===== src/rtl/axil_regbank.sv =====
// AXI-Lite slave register bank: ID, scratch, cycle counter, control, W1C status
// and NGP general-purpose registers. One outstanding write and one outstanding read.
module axil_regbank #(
    parameter int          ADDR_WIDTH = 32,
    parameter logic [31:0] ID_VALUE   = 32'h7C1E_0001,
    parameter int          NGP        = 4
) (
    input  logic                  clk,
    input  logic                  rst,
    input  logic [ADDR_WIDTH-1:0] s_axi_awaddr,
    input  logic                  s_axi_awvalid,
    output logic                  s_axi_awready,
    input  logic [31:0]           s_axi_wdata,
    input  logic [3:0]            s_axi_wstrb,
    input  logic                  s_axi_wvalid,
    output logic                  s_axi_wready,
    output logic [1:0]            s_axi_bresp,
    output logic                  s_axi_bvalid,
    input  logic                  s_axi_bready,
    input  logic [ADDR_WIDTH-1:0] s_axi_araddr,
    input  logic                  s_axi_arvalid,
    output logic                  s_axi_arready,
    output logic [31:0]           s_axi_rdata,
    output logic [1:0]            s_axi_rresp,
    output logic                  s_axi_rvalid,
    input  logic                  s_axi_rready,
    output logic [31:0]           ctrl_out,
    input  logic [31:0]           status_set
);
    localparam int IW = ADDR_WIDTH - 2;

    logic                  aw_lat, w_lat;
    logic [IW-1:0]         aw_idx_q;
    logic [31:0]           wdata_q;
    logic [3:0]            wstrb_q;
    logic [31:0]           scratch, cycle, ctrl, status;
    logic [NGP-1:0][31:0]  gp;

    logic [IW-1:0]         rd_idx;
    logic [31:0]           rd_val;
    logic                  rd_err;
    logic                  wr_go, wr_err;
    logic [31:0]           wmask, st_clr;

    // Byte-lane offsets are ignored by the decode.
    logic unused_lsbs;
    assign unused_lsbs = ^{s_axi_awaddr[1:0], s_axi_araddr[1:0]};

    function automatic logic [31:0] merge(input logic [31:0] old_v, input logic [31:0] new_v,
                                          input logic [31:0] mask);
        return (old_v & ~mask) | (new_v & mask);
    endfunction

    assign s_axi_awready = !aw_lat && !s_axi_bvalid;
    assign s_axi_wready  = !w_lat  && !s_axi_bvalid;
    assign s_axi_arready = !s_axi_rvalid;
    assign ctrl_out      = ctrl;

    assign rd_idx = s_axi_araddr[ADDR_WIDTH-1:2];
    assign wr_go  = aw_lat && w_lat;
    assign wr_err = aw_idx_q >= IW'(5 + NGP);

    always_comb begin
        for (int i = 0; i < 4; i++) wmask[8*i +: 8] = {8{wstrb_q[i]}};
    end

    assign st_clr = (wr_go && aw_idx_q == IW'(4)) ? (wdata_q & wmask) : 32'h0;

    always_comb begin
        rd_val = 32'h0;
        rd_err = 1'b0;
        if      (rd_idx == IW'(0)) rd_val = ID_VALUE;
        else if (rd_idx == IW'(1)) rd_val = scratch;
        else if (rd_idx == IW'(2)) rd_val = cycle;
        else if (rd_idx == IW'(3)) rd_val = ctrl;
        else if (rd_idx == IW'(4)) rd_val = status;
        else if (rd_idx < IW'(5 + NGP)) begin
            for (int i = 0; i < NGP; i++)
                if (rd_idx == IW'(5 + i)) rd_val = gp[i];
        end else
            rd_err = 1'b1;
    end

    // Channel handshakes; the commit cycle blocks new AW/W since both readies are low.
    always_ff @(posedge clk or posedge rst) begin
        if (rst) begin
            aw_lat       <= 1'b0;
            w_lat        <= 1'b0;
            aw_idx_q     <= '0;
            wdata_q      <= 32'h0;
            wstrb_q      <= 4'h0;
            s_axi_bvalid <= 1'b0;
            s_axi_bresp  <= 2'b00;
            s_axi_rvalid <= 1'b0;
            s_axi_rresp  <= 2'b00;
            s_axi_rdata  <= 32'h0;
        end else begin
            if (wr_go) begin
                aw_lat       <= 1'b0;
                w_lat        <= 1'b0;
                s_axi_bvalid <= 1'b1;
                s_axi_bresp  <= wr_err ? 2'b10 : 2'b00;
            end else begin
                if (s_axi_awvalid && s_axi_awready) begin
                    aw_lat   <= 1'b1;
                    aw_idx_q <= s_axi_awaddr[ADDR_WIDTH-1:2];
                end
                if (s_axi_wvalid && s_axi_wready) begin
                    w_lat   <= 1'b1;
                    wdata_q <= s_axi_wdata;
                    wstrb_q <= s_axi_wstrb;
                end
            end
            if (s_axi_bvalid && s_axi_bready) s_axi_bvalid <= 1'b0;

            if (s_axi_arvalid && s_axi_arready) begin
                s_axi_rvalid <= 1'b1;
                s_axi_rdata  <= rd_val;
                s_axi_rresp  <= rd_err ? 2'b10 : 2'b00;
            end else if (s_axi_rvalid && s_axi_rready) begin
                s_axi_rvalid <= 1'b0;
            end
        end
    end

    // Register file; status_set wins over a simultaneous W1C clear.
    always_ff @(posedge clk or posedge rst) begin
        if (rst) begin
            scratch <= 32'h0;
            cycle   <= 32'h0;
            ctrl    <= 32'h0;
            status  <= 32'h0;
            gp      <= '0;
        end else begin
            cycle  <= cycle + 32'h1;
            status <= (status & ~st_clr) | status_set;
            if (wr_go && aw_idx_q == IW'(1)) scratch <= merge(scratch, wdata_q, wmask);
            if (wr_go && aw_idx_q == IW'(3)) ctrl    <= merge(ctrl, wdata_q, wmask);
            for (int i = 0; i < NGP; i++)
                if (wr_go && aw_idx_q == IW'(5 + i)) gp[i] <= merge(gp[i], wdata_q, wmask);
        end
    end
endmodule


===== config.mk =====
export PLATFORM = sky130hd
export DESIGN_NAME = axil_regbank
export DESIGN_NICKNAME = d
export VERILOG_FILES = /design/src/rtl/axil_regbank.sv
export SDC_FILE = /design/constraint.sdc
export NUM_CORES = 1
export LEC_CHECK = 0
export BUFFER_PORTS_ARGS = -buffer_cell sky130_fd_sc_hd__buf_2
export CAP_MARGIN = 30
export CORE_MARGIN = 3
export CORE_UTILIZATION = 45
export DETAILED_ROUTE_END_ITERATION = 16
export PLACE_DENSITY_LB_ADDON = 0.25
export SLEW_MARGIN = 20
export SYNTH_ARGS = -nofsm -noshare
export SYNTH_HDL_FRONTEND = slang
export SYNTH_SLANG_ARGS = --single-unit

===== constraint.sdc =====
create_clock -name clk -period 29.5 [get_ports clk]
set_clock_uncertainty 0.2 [all_clocks]
set_input_delay 5.9 -clock clk [delete_from_list [all_inputs] [get_ports clk]]
set_output_delay 5.9 -clock clk [all_outputs]
set_load 0.005 [all_outputs]

==> results_dict.tcl <==
set metrics [dict create \
    outcome "finished clean" \
    die_area_sq_um 39500 \
    syn_area_sq_um 16700 \
    relSlewSlack 0.333 \
    numClockSinks 360 \
    grt_use_total 0.230 \
    synth-edff-count 0 \
    cts_hold_buf 0 \
    timing.final.ws_setup_ns 21.39 \
    final_area_sq_um 19700 \
    io_pins 212 \
    fmax_ghz 0.123 \
    grt_overflow 0 \
    hpwl_um 29600 \
    synthArstFlopShare 1.00 \
    setup_tns_ns 0 \
    critical_path_class "input pin to register" \
    cp-end-kind "register" \
    cts_resized 0 \
    power_mw 1.31 \
    synth.distinct_cells 57 \
    power-per-cell-area_nw_per_um2 66.5 \
    worstHoldPathType "register to register" \
    final_common_cell "dfrtp_1" \
    vias 11656 \
    grt_pass1_wl_um 70900 \
    clk_latency_ns 0.53 \
    fin_cells 1974 \
    cts_tree "built" \
    drv_slew 0 \
    cp-start-kind "input pin" \
    antenna_found_initial 5 \
    diodes 0 \
    root_buffer "clkbuf_16" \
    ys.flop_type "dfrtp_1" \
    hold_violations 0 \
    core-area_sq_um 36100 \
    post_cts_buffers 0 \
    die_height_um 199 \
    dp.cells 1893 \
    nets 1622 \
    ys_top_cells_by_area "dfrtp_1 (54%), mux2_2 (20%), nor4_4 (1.8%), o41ai_1 (1.7%), nand2_1 (1.5%)" \
    numCtsBuffers 41 \
    required_ns 29.70 \
    std_cell_rows 69 \
    synth_top_area_frac 0.539 \
    start_util 0.463 \
    ys_seq_area_frac 0.539 \
    r2r-start "aw_idx_q[22]" \
    rsz0062_at_grt "false" \
    ys_seq_elements 360 \
    drc 0 \
    ant_nets 0 \
    avgViaCountPerCell 5.90 \
    setup_violations 0 \
    leakage_nw 9.11 \
    syn_inst 1287 \
    area_growth_pct 17.8 \
    worst_pin_slew_ns 0.993 \
    routabilityCongestion 0.812 \
    drtIter0Drc 611 \
    reg2regPathDepth 6 \
    post-place-ws_ns 20.75 \
    htree_levels 2 \
    grt_max_degree 124 \
    path_max_fanout 20 \
    hold_slack_ns 0.287 \
    synth.avg_cell_area_sq_um 13.0 \
    rrSetupSlack_ns 26.33 \
    post-route-util 0.546 \
    finalWirelength_um 45300 \
    layout-drive-gt1-share 0.437 \
    synth.largest_area_cell "dfrtp_1" \
    finalCriticalPeriod_ns 8.11 \
    clk_pin_slew_ns 0.05 \
    arrival_ns 8.32 \
    crit_start "s_axi_araddr[14]" \
    crit_path_end "s_axi_rdata[2]" \
    cts_buffer_depth 3 \
    grt_pass1_vias 12183 \
    irDropWorstVdd_mv 0.0774 \
    dpl-instance-area_sq_um 18200 \
    yosysWarningCount 0 \
    port_buffers 205 \
    die_w_um 199 \
    period_share 0.275 \
    max_cap_viol_count 0 \
    routedWlPerCell_um 22.9 \
    final_cell_mix "dfrtp_1 (360), mux2_2 (298), buf_2 (209), nand2_1 (69), o21ai_0 (50)" \
    dr.pass1.iters 5 \
]
## worst min-delay path by stage
stage / startpoint / to / slack (ns) / depth (start not counted)
global placement: cycle[31] / cycle[31] / 0.26 / 1
detailed placement: cycle[31] / cycle[31] / 0.26 / 1
floorplan: cycle[31] / cycle[31] / 0.24 / 1
CTS: register / register / 0.29 / 1
finish: register / register / 0.29 / 1
global route: register / register / 0.31 / 1
## kinds of logic after synthesis
| group | count (synthesis) | synth area share |
|---|---|---|
| adders and majority gates | 1 | 0.000748 |
| DFF | 360 | 0.539 |
| muxes | 323 | 0.224 |
| AOI/OAI and AO/OA | 193 | 0.0872 |
| xor gates and xnor gates | 30 | 0.0157 |
| and+or+nand+nor | 271 | 0.108 |
| buffers and inverters | 108 | 0.0257 |
| other | 1 | 0.000224 |
## synth_stat cells (all sizes together) (2+ instances only)
| library cell | count |
|---|---|
| o32ai | 10 |
| o31ai | 4 |
| mux2i | 9 |
| nor2 | 22 |
| xnor2 | 16 |
| nor2b | 3 |
| a21oi | 4 |
| buf | 30 |
| and3 | 4 |
| nand3 | 16 |
| a31o | 17 |
| nor3b | 3 |
| clkbuf | 56 |
| nor3 | 16 |
| o22ai | 4 |
| nand3b | 11 |
| inv | 22 |
| and2 | 5 |
| a221o | 11 |
| a2111oi | 4 |
| o21ai | 50 |
| dfrtp | 360 |
| nand2 | 69 |
| a31oi | 2 |
| nor4b | 5 |
| or2 | 4 |
| mux4 | 11 |
| and4 | 23 |
| o41ai | 32 |
| nor4 | 31 |
| xor2 | 14 |
| a32oi | 17 |
| nand2b | 34 |
| a22oi | 17 |
| nand4 | 18 |
| or4 | 3 |
| a221oi | 17 |
| mux2 | 303 |
## layout make-up
cell class                 count  area [sq um]
clock buffer                  57          1160
fill                        3055         16400
tap                          461           577
clock inverter                17           179
inverter                      22          90.1
timing repair buffer         237          1360
sequential                   360          9010
multi-input combinational    820          7340
## where the power goes
part           switching [mW]  total, mW  leakage [nW]  internal (mW)
logic                  0.0858      0.169          3.80         0.0828
clock network           0.203      0.505         0.652          0.302
registers              0.0916      0.637          4.67          0.545
total                   0.380       1.31          9.11          0.930
## critical path, stage by stage
cell	delay, ns
buf_2	0.09
or4_1	0.57
nor3_2	0.19
buf_4	0.32
nand3_1	0.73
o21ai_0	0.48
## metal layers
layer | global-route usage | up-vias | routed length [um]
li1 | - | 5230 | -
met1 | 0.317 | 5988 | 19900
met2 | 0.374 | 355 | 21300
met3 | 0.0449 | 73 | 2850
met4 | 0.0643 | 10 | 1180
met5 | 0 | - | 39
Power figures use the tool's default switching activity.
